### config.mk
export PLATFORM = sky130hd
export DESIGN_NAME = countdown_timer
export DESIGN_NICKNAME = d
export VERILOG_FILES = /design/src/rtl/counter_pkg.sv /design/src/rtl/countdown_timer.sv
export SDC_FILE = /design/constraint.sdc
export NUM_CORES = 1
export LEC_CHECK = 0
export BUFFER_PORTS_ARGS = -buffer_cell sky130_fd_sc_hd__buf_4
export CAP_MARGIN = 0
export CORE_UTILIZATION = 50
export DETAILED_ROUTE_END_ITERATION = 7
export PLACE_DENSITY = 0.72
export SLEW_MARGIN = 10
export SYNTH_ARGS = -nofsm -noshare
export SYNTH_HDL_FRONTEND = slang
export SYNTH_SLANG_ARGS = --single-unit
### constraint.sdc
create_clock -name clk -period 2 [get_ports clk]
set_input_delay 0.3 -clock clk [delete_from_list [all_inputs] [get_ports clk]]
set_output_delay 0.3 -clock clk [all_outputs]
set_load 0.01 [all_outputs]
### src/rtl/counter_pkg.sv
// rtl/counter_pkg.sv - shared types and defaults for the up/down counter family
package counter_pkg;

    typedef enum logic [1:0] {
        IDLE = 2'd0,
        RUN  = 2'd1,
        HOLD = 2'd2
    } timer_state_t;

    localparam int COUNTER_WIDTH_DEFAULT = 4;

endpackage

### src/rtl/countdown_timer.sv
// rtl/countdown_timer.sv - loadable saturating down-counter with pause, done pulse and auto-reload
module countdown_timer
    import counter_pkg::*;
#(
    parameter int WIDTH = COUNTER_WIDTH_DEFAULT
) (
    input  logic             clk,
    input  logic             reset,
    input  logic             load,
    input  logic [WIDTH-1:0] load_val,
    input  logic             start,
    input  logic             pause,
    input  logic             auto_reload,
    output logic [WIDTH-1:0] val_out,
    output logic             busy,
    output logic             done
);

    localparam logic [WIDTH-1:0] ONE  = WIDTH'(1);
    localparam logic [WIDTH-1:0] ZERO = '0;

    timer_state_t     state_q, state_d;
    logic [WIDTH-1:0] count_q, count_d;
    logic [WIDTH-1:0] reload_q, reload_d;
    logic             done_q, done_d;

    always_comb begin
        state_d  = state_q;
        count_d  = count_q;
        reload_d = reload_q;
        done_d   = 1'b0;
        if (load) begin
            count_d  = load_val;
            reload_d = load_val;
            state_d  = IDLE;
        end else begin
            unique case (state_q)
                IDLE: begin
                    if (start) begin
                        if (count_q != ZERO) state_d = pause ? HOLD : RUN;
                        else                 done_d  = 1'b1;
                    end
                end
                RUN: begin
                    if (pause) begin
                        state_d = HOLD;
                    end else if (count_q > ONE) begin
                        count_d = count_q - ONE;
                    end else if (count_q == ONE) begin
                        // Expiry: auto_reload only matters here, on this edge
                        done_d = 1'b1;
                        if (auto_reload && (reload_q != ZERO)) begin
                            count_d = reload_q;
                        end else begin
                            count_d = ZERO;
                            state_d = IDLE;
                        end
                    end else begin
                        state_d = IDLE;
                    end
                end
                HOLD: begin
                    if (!pause) state_d = RUN;
                end
                default: state_d = IDLE;
            endcase
        end
    end

    always_ff @(posedge clk or posedge reset) begin
        if (reset) begin
            state_q  <= IDLE;
            count_q  <= ZERO;
            reload_q <= ZERO;
            done_q   <= 1'b0;
        end else begin
            state_q  <= state_d;
            count_q  <= count_d;
            reload_q <= reload_d;
            done_q   <= done_d;
        end
    end

    assign val_out = count_q;
    assign busy    = (state_q != IDLE);
    assign done    = done_q;

endmodule

# Yosys cells after proc, flatten, opt, wreduce, memory -nomap -nowiden
# Cells that the tools add are included.
[totals]
out_inout_bits = 6
elab_cells = 47
regBits = 11
input_bits = 10
[classes]
eq_ne = 9
muxes = 23
order_cmp = 1
n_reduce_logical = 9
n_addsub = 1
[op_table]
columns = ["cell", "count"]
rows = [
  ["4-bit 2-to-1 mux", 6],
  ["2-bit 2-to-1 mux", 9],
  ["3-bit != test, second input constant", 3],
  ["4-bit nonzero test", 2],
  ["1-bit 2-to-1 mux", 6],
  ["2-bit case mux with 3 select lines", 1],
  ["5-bit != test, second input constant", 1],
  ["5-bit AND reduction", 1],
  ["4-bit by 1-bit equality test with 1-bit output, second input constant", 1],
  ["4-bit by 1-bit greater-than comparator with 1-bit output, second input constant", 1],
  ["4-bit != test, second input constant", 1],
  ["2-bit nonzero test", 2],
  ["4-bit by 1-bit subtractor with 4-bit output, second input constant", 1],
  ["3-bit AND reduction", 1],
  ["3-bit nonzero test", 1],
  ["2-bit by 1-bit equality test with 1-bit output, second input constant", 1],
  ["2-bit equality test, second input constant", 1],
  ["2-bit zero test", 1],
  ["2-bit != test, second input constant", 1],
  ["1-bit case mux with 2 select lines", 1],
  ["1-bit logical AND", 1],
]

# Logic depth before layout (Yosys ltp)
# Gate-level depths: netlist (run 1).
[logic_depth]
depth_word = 8
ltp_mapped = 6
ltp_nobuf = 6

# Worst setup path after synthesis (run 1)
# No wires, ideal clock.
[synth_timing]
path_type = "reg-to-reg"
startpoint = "register count_q[0], in the netlist val_out[0]"
endpoint = "register count_q[0], in the netlist val_out[0]"
synth_period_minus_slack_ns = 1.574
required_time_ns = 1.879
n_path_buf = 0
slack_ns = 0.426
setup_time_ns = 0.121
t_arrival_ns = 1.453
path_stages_with_launch = 7
path_cell_list = "dfrtp_1 inv_1 ha_1 inv_2 o41ai_2 a21oi_1 a22o_1"
[synth_via]
elab_chain_len = 5
word_cells_on_any_way = 9
classes_between = "add/sub: 1; order compare: 1; eq/ne: 1; mux: 4; reduce/logical: 2"
[synth_rtl]
columns = ["element", "line_no", "text"]
rows = [
  ["start: declaration", "countdown_timer.sv:23", "logic [WIDTH-1:0] count_q, count_d;"],
  ["start signal: assignment", "countdown_timer.sv:78", "count_q <= count_d;"],
  ["4-bit by 1-bit subtractor with 4-bit output or 4-bit by 1-bit greater-than comparator with 1-bit output (tied branches)", "countdown_timer.sv:48, countdown_timer.sv:47", ""],
  ["4-bit 2-to-1 mux", "countdown_timer.sv:47", "end else if (count_q > ONE) begin"],
  ["4-bit 2-to-1 mux", "countdown_timer.sv:45", "if (pause) begin"],
  ["4-bit 2-to-1 mux", "countdown_timer.sv:37", "unique case (state_q)"],
  ["4-bit 2-to-1 mux", "countdown_timer.sv:32", "if (load) begin"],
]
# Parallel ways exist; a longest one is shown, timed or not. The select of a mux whose other input is x is not followed.
# A chain may end at the register's enable or synchronous reset.

# Final worst setup path (run 1)
# Same ends and word-level chain as after synthesis.

==> results of run 1 <==
-- kinds of logic (layout without fill, tap and decap cells) --
group | after synthesis | after routing | share of synthesized area, %
fa+ha+maj | 3 | 3 | 5.44
mux | 3 | 3 | 5.43
flops | 11 | 11 | 39.9
buf+inv | 9 | 26 | 5.98
compound gates | 21 | 21 | 22.6
simple gates | 23 | 23 | 20.7
-- worst register-to-register path, delay by kind of cell (launching register included) --
family	cells	cell delay, ns
AO/OA/AOI/OAI	3	0.78
adder cells (fa/ha/maj)	1	0.30
buffers and inverters	2	0.20
flip-flops	1	0.44
-- state kept, by name (all words and copies together), names as in the netlist --
name	count
done	1
reload_q	4
state_q	2
val_out	4
-- through the flow --
| stage | hold WS (ns) | util (%) |
|---|---|---|
| 5_1_grt | 0.0605 | 64.8 |
| 2_1_floorplan | 0.152 | - |
| 3_3_place_gp | 0.321 | 62.8 |
| 6_report | 0.0142 | 64.8 |
| 3_5_place_dp | 0.325 | 62.8 |
| 4_1_cts | 0.0330 | 64.8 |
-- power groups by stage --
stage | Sequential (mW) | Clock, mW | Combinational, mW
after floorplan | 0.268 | 0 | 0.0934
after global placement | 0.274 | 0 | 0.139
after detailed placement | 0.274 | 0 | 0.139
after CTS | 0.269 | 0.158 | 0.140
after global routing | 0.273 | 0.171 | 0.155
final | 0.270 | 0.157 | 0.140
-- cell usage in the layout (no fill, tap or decap), types with 2 or more instances in the layout --
cell type / Yosys / layout
a21oi_1: 4 / 4
a22o_1: 2 / 2
buf_4: 0 / 15
clkbuf_4: 0 / 3
dfrtp_1: 11 / 11
ha_1: 3 / 3
inv_1: 6 / 6
mux2_2: 2 / 2
nand2_1: 5 / 5
nand3_1: 2 / 2
nand4b_1: 2 / 2
nor2_1: 4 / 4
nor3_1: 2 / 2
nor3_2: 2 / 2
o211ai_1: 2 / 2
o21ai_0: 5 / 5
-- cell usage after synthesis, drive strengths merged --
cell / n / area share (%)
o21ai: 5 / 3.6
nor3b: 1 / 2.7
o41a: 1 / 1.6
buf: 1 / 1.6
mux2: 3 / 5.4
nand2: 5 / 2.7
o211ai: 2 / 2.2
nor3: 4 / 4.3
o31ai: 1 / 1.1
nand4: 1 / 0.91
nand3: 2 / 1.4
nand4b: 2 / 2.5
a311oi: 1 / 1.3
a31o: 2 / 2.5
a22o: 2 / 2.5
nor4: 1 / 0.91
nor2: 4 / 2.2
ha: 3 / 5.4
dfrtp: 11 / 40
or2: 1 / 0.91
inv: 7 / 3.8
o21ba: 1 / 1.4
a21boi: 1 / 1.1
a21oi: 4 / 2.9
clkbuf: 1 / 0.54
nand3b: 1 / 1.1
and3: 1 / 0.91
o41ai: 1 / 2.4
-- area by class of cell --
type,instances,area [sq um]
Fill cell,112,452
Multi-Input combinational cell,50,374
Clock buffer,4,26.3
Inverter,7,26.3
Timing Repair Buffer,15,113
Tap cell,15,18.8
Sequential cell,11,275
-- routing by layer --
| metal | vias to the layer above | wire length [um] | GRT usage (%) | share of wire, % |
|---|---|---|---|---|
| li1 | 290 | - | - | - |
| met3 | 3 | 56 | 5.20 | 3.9 |
| met4 | 0 | 17 | 7.76 | 1.2 |
| met5 | - | 0 | 0 | 0 |
| met1 | 288 | 687 | 31.7 | 48 |
| met2 | 19 | 669 | 33.8 | 47 |
-- final timing paths --
path	cells past startpoint	slack, ns	end	from
worst max-delay path	6	0.18	val_out[0]$_DFFE_PP0P_	val_out[0]$_DFFE_PP0P_
worst min-delay path	2	0.01	val_out[2]$_DFFE_PP0P_	reset
worst max register to register	6	0.18	val_out[0]$_DFFE_PP0P_	val_out[0]$_DFFE_PP0P_
worst min register to register	1	0.55	reload_q[0]$_DFFE_PP0P_	reload_q[0]$_DFFE_PP0P_
max in group asynchronous	2	1.70	val_out[1]$_DFFE_PP0P_	reset
min in group clk	3	0.25	reload_q[3]$_DFFE_PP0P_	load_val[3]
==> impl_metrics.py, run 1 <==
metrics = {
    "outcome": {
        "outcome": "complete, no violations",
    },
    "clock_tree": {
        "cts_tree": "built",
        "post_cts_buffers": 0,
        "cts_root_buf": "clkbuf_4",
        "cts_hold_buffers": 0,
        "clock_latency_ns": 0.27,
        "clk_pin_slew_ns": 0.07,
        "clockBufferDepth": 2,
        "cts_made_buffers": 3,
        "cts_sinks": 11,
        "cts.htree.levels": 1,
        "cts_resized": 0,
    },
    "power": {
        "cellLeakagePower_nw": 0.378,
        "clock_power_share_pct": 27.7,
        "total_power_mw": 0.567,
        "switching_share_pct": 31.5,
        "power_frac_seq_pct": 47.6,
        "internal_power_mw": 0.389,
        "irDropWorstVdd_uv": 418,
        "p_sw_mw": 0.179,
        "powerDensity_nw_per_um2": 681,
        "combPwrFrac_pct": 24.7,
    },
    "timing": {
        "timing.final.ws_setup_ns": 0.177,
        "worst_pin_slew_ns": 0.428,
        "max_slew_margin_pct": 71.1,
        "max_freq_mhz": 549,
        "finalHoldViolCount": 0,
        "rsz0062_at_grt": "no",
        "setup-tns-final_ns": 0,
        "fin_crit_sh_pct": 91.1,
        "slew_violations": 0,
        "fin_skew_ns": 0.000803,
        "layout_min_cycle_time_ns": 1.82,
        "finalSetupViolCount": 0,
    },
    "worst_setup_path": {
        "cp_slowest_cell": "dfrtp_1",
        "required_ns": 2.16,
        "critPathArrivalTime_ns": 1.99,
        "cp_max_fo": 5,
        "cp-start-kind": "flop",
        "cp_cell_sequence": "inv_1 -> ha_1 -> inv_2 -> o41ai_2 -> a21oi_1 -> a22o_1",
        "crit_type": "flop to flop",
        "critPathMaxStageDelay_ns": 0.44,
        "critical_path.top_delay_family": "compound AO/OA/AOI/OAI gates",
        "critPathBufInv": 2,
        "cp-end-kind": "flop",
    },
    "layout": {
        "area_delta_synth_final_pct": 20.7,
        "fin_area_sq_um": 833,
        "diodes": 0,
        "fin_nets": 101,
        "instances_no_fill": 102,
        "drive_gt1_share_pct": 32.2,
    },
    "placed_design": {
        "globalplace.congestion": 0.851,
        "placed_cells": 98,
        "port_buffers": 15,
        "dp_hpwl_um": 1110,
        "dpl_cell_area_sq_um": 807,
        "pre_cts_ws_ns": 0.209,
    },
    "grt": {
        "grt_use_total_pct": 22.6,
        "antenna_found_initial": 0,
        "grt_pass1_vias": 509,
        "grt_pass1_wl_um": 2300,
        "grt_max_degree": 15,
        "global_route.overflow_total": 0,
    },
    "route": {
        "dr.pass1.iters": 4,
        "dr.first_iter.drc_count": 8,
        "antenna_left": 0,
        "routed_wl_um": 1430,
        "vias_per_cell": 5.88,
        "vias": 600,
        "wire_per_inst_um": 14.0,
        "drc_errors": 0,
    },
    "synth": {
        "ys_ff_latch": 11,
        "synth_fp_nets": 83,
        "synth.distinct_cells": 32,
        "synth_area_sq_um": 691,
        "synthesis.instances": 70,
        "avgSynthCellArea_sq_um": 9.87,
        "yosys_warnings": 0,
        "ys_seq_area_share_pct": 39.9,
    },
    "die": {
        "start_util_pct": 53.7,
        "die-height_um": 39.2,
        "dieArea_sq_um": 1530,
        "fp-row-count": 13,
        "ios": 16,
        "fp.coreArea_sq_um": 1280,
        "dieWidth_um": 39.2,
    },
    "run": {
        "maxCapViolCount": 0,
    },
    "hold_path": {
        "min_path_type": "primary input to async pin",
    },
}
Note: power is estimated with default switching activity, not from simulation.
==> run 2, diff against run 1 <==
--- a/config.mk
+++ b/config.mk
@@ -7,9 +7,10 @@
 export LEC_CHECK = 0
 export BUFFER_PORTS_ARGS = -buffer_cell sky130_fd_sc_hd__buf_4
 export CAP_MARGIN = 0
-export CORE_UTILIZATION = 50
+export CORE_UTILIZATION = 49
+export CTS_BUF_LIST = sky130_fd_sc_hd__clkbuf_8
 export DETAILED_ROUTE_END_ITERATION = 7
-export PLACE_DENSITY = 0.72
+export PLACE_DENSITY = 0.74
 export SLEW_MARGIN = 10
 export SYNTH_ARGS = -nofsm -noshare
 export SYNTH_HDL_FRONTEND = slang
==> constraint.sdc (replaced) <==
create_clock -name clk -period 1.5 [get_ports clk]
set_input_delay 0.225 -clock clk [delete_from_list [all_inputs] [get_ports clk]]
set_output_delay 0.225 -clock clk [all_outputs]
set_load 0.01 [all_outputs]
==> run 2 against run 1 <==
Effect of this change:
- the run now ends with setup timing left
- worst setup slack got worse by 0.26 ns
- clock power rose by 97%
- combinational power rose by 99%
- final area rose by 21%
==> impl_metrics.py, run 2 (synthesized netlist as in run 1, its figures left out) <==
metrics = {
    "hold_path": {
        "holdPathEnd": "val_out[0]$_DFFE_PP0P_",
        "worstHoldStart": "load_val[0]",
        "min_path_type": "primary input to flop",
        "min_path_cells": 2,
    },
    "clock_tree": {
        "cts_root_buf": "clkbuf_8",
        "clockBufferDepth": 2,
        "cts_tree": "built",
        "clock_latency_ns": 0.24,
        "cts_sinks": 11,
        "cts.htree.levels": 1,
        "cts_made_buffers": 3,
        "clk_pin_slew_ns": 0.05,
    },
    "route": {
        "antenna_left": 0,
        "dr.first_iter.drc_count": 26,
        "drc_errors": 0,
        "routed_wl_um": 1820,
        "wire_per_inst_um": 16.1,
        "vias_per_cell": 5.95,
        "dr.pass1.iters": 4,
        "vias": 672,
    },
    "outcome": {
        "violations": "setup timing",
        "outcome": "finished with violations",
    },
    "timing": {
        "max_slew_margin_pct": 71.9,
        "rsz0062_at_grt": "yes",
        "timing.final.ws_setup_ns": -0.0838,
        "finalSetupViolCount": 4,
        "fin_crit_sh_pct": 106,
        "fin_skew_ns": 0.00129,
        "finalHoldViolCount": 0,
        "max_freq_mhz": 631,
        "layout_min_cycle_time_ns": 1.58,
        "worst_pin_slew_ns": 0.421,
        "slew_violations": 0,
    },
    "run": {
        "maxCapViolCount": 0,
    },
    "power": {
        "clock_power_share_pct": 32.5,
        "powerDensity_nw_per_um2": 942,
        "switching_share_pct": 31.3,
        "power_frac_seq_pct": 38.2,
        "internal_power_mw": 0.653,
        "cellLeakagePower_nw": 0.446,
        "irDropWorstVdd_uv": 755,
        "combPwrFrac_pct": 29.3,
        "p_sw_mw": 0.298,
    },
    "worst_setup_path": {
        "cp_max_fo": 4,
        "r2r_setup_slack_ns": -0.08,
        "cp-end-kind": "flop",
        "reg2reg_depth": 6,
        "required_ns": 1.63,
        "timing.rr.end": "val_out[0]$_DFFE_PP0P_",
        "critPathArrivalTime_ns": 1.71,
        "timing.rr.start": "val_out[0]$_DFFE_PP0P_",
        "crit_type": "flop to flop",
        "cp-start-kind": "flop",
    },
    "layout": {
        "multi_input_area_sq_um": 435,
        "layout_common_cells": "buf_4, dfrtp_1, nand2_1, o21ai_0, inv_1",
        "drive_gt1_share_pct": 50.0,
        "area_delta_synth_final_pct": 46.2,
        "nFillCells": 88,
        "final_common_cell": "buf_4",
        "diodes": 0,
        "seq_area_sq_um": 277,
        "fin_util_pct": 77.6,
        "fin_nets": 112,
    },
    "die": {
        "dieArea_sq_um": 1560,
        "ios": 16,
        "start_util_pct": 53.1,
        "fp-row-count": 13,
        "dieWidth_um": 39.5,
        "die-height_um": 39.5,
        "fp.coreArea_sq_um": 1300,
    },
    "placed_design": {
        "dp_hpwl_um": 1280,
        "globalplace.congestion": 0.839,
        "port_buffers": 15,
        "pre_cts_ws_ns": -0.114,
    },
    "grt": {
        "global_route.overflow_total": 0,
        "antenna_found_initial": 0,
        "grt_pass1_vias": 646,
        "grt_max_degree": 15,
        "grt_use_total_pct": 27.1,
        "grt_pass1_wl_um": 2730,
    },
}
[run 2: worst max path at each step]
stage,from,cells after the start,endpoint
detailed placement,val_out[0]$_DFFE_PP0P_,6,val_out[3]$_DFFE_PP0P_
CTS,val_out[0]$_DFFE_PP0P_,5,val_out[3]$_DFFE_PP0P_
finish,val_out[0]$_DFFE_PP0P_,6,val_out[0]$_DFFE_PP0P_
global route,val_out[0]$_DFFE_PP0P_,6,val_out[3]$_DFFE_PP0P_
global placement,val_out[0]$_DFFE_PP0P_,6,val_out[0]$_DFFE_PP0P_
floorplan,val_out[0]$_DFFE_PP0P_,6,val_out[0]$_DFFE_PP0P_
[run 2: power groups by stage]
stage | registers [mW] | clock network, mW | logic [mW]
2_1_floorplan | 0.361 | 0 | 0.140
3_3_place_gp | 0.364 | 0 | 0.222
3_5_place_dp | 0.365 | 0 | 0.229
4_1_cts | 0.362 | 0.308 | 0.271
5_1_grt | 0.366 | 0.324 | 0.302
6_report | 0.363 | 0.309 | 0.279
[run 2: final cells by class]
class | count | share of cell area (%)
repair buffers | 26 | 20.0
multi-input cells | 50 | 43.1
flip-flops and latches | 11 | 27.4
well taps | 15 | 1.86
inverters | 7 | 3.10
clock buffers | 3 | 4.09
clock inverters | 1 | 0.496
[run 2: through the flow]
stage	total power [mW]	hold slack, ns	instance area, sq um	setup TNS (ns)	instances
floorplan	0.501	0.0774	728	-0.00106	70
global placement	0.586	0.243	882	-0.0458	103
detailed placement	0.594	0.247	882	-0.225	103
CTS	0.941	0.223	1000	-0.146	113
global route	0.992	0.230	1010	-0.502	113
finish	0.951	0.228	1010	-0.209	113
[run 2: metal layers]
| layer | wire length, um | share of wire (%) | vias to the layer above | GRT usage [%] |
|---|---|---|---|---|
| met1 | 725 | 40 | 322 | 29.9 |
| met3 | 103 | 5.6 | 2 | 6.25 |
| met2 | 984 | 54 | 34 | 47.5 |
| met5 | 0 | 0 | - | 0 |
| met4 | 10 | 0.55 | 0 | 13.8 |
| li1 | - | - | 314 | - |
[run 2: what timing repair did]
| item | 4_1_cts | 5_1_grt |
|---|---|---|
| pin swaps | 10 | 6 |
| setup endpoints to repair | 4 | 6 |
| setup buffers | 5 | 0 |
| endpoints found under the hold margin | 11 | 0 |
| resized for setup | 7 | 3 |
| hold buffers | 1 | 0 |
[run 2: critical path, stage by stage (launching register included)]
cell,delay (ns)
dfrtp_2,0.45
inv_2,0.10
ha_4,0.17
inv_4,0.05
o41ai_4,0.38
a21oi_1,0.12
a22o_1,0.20
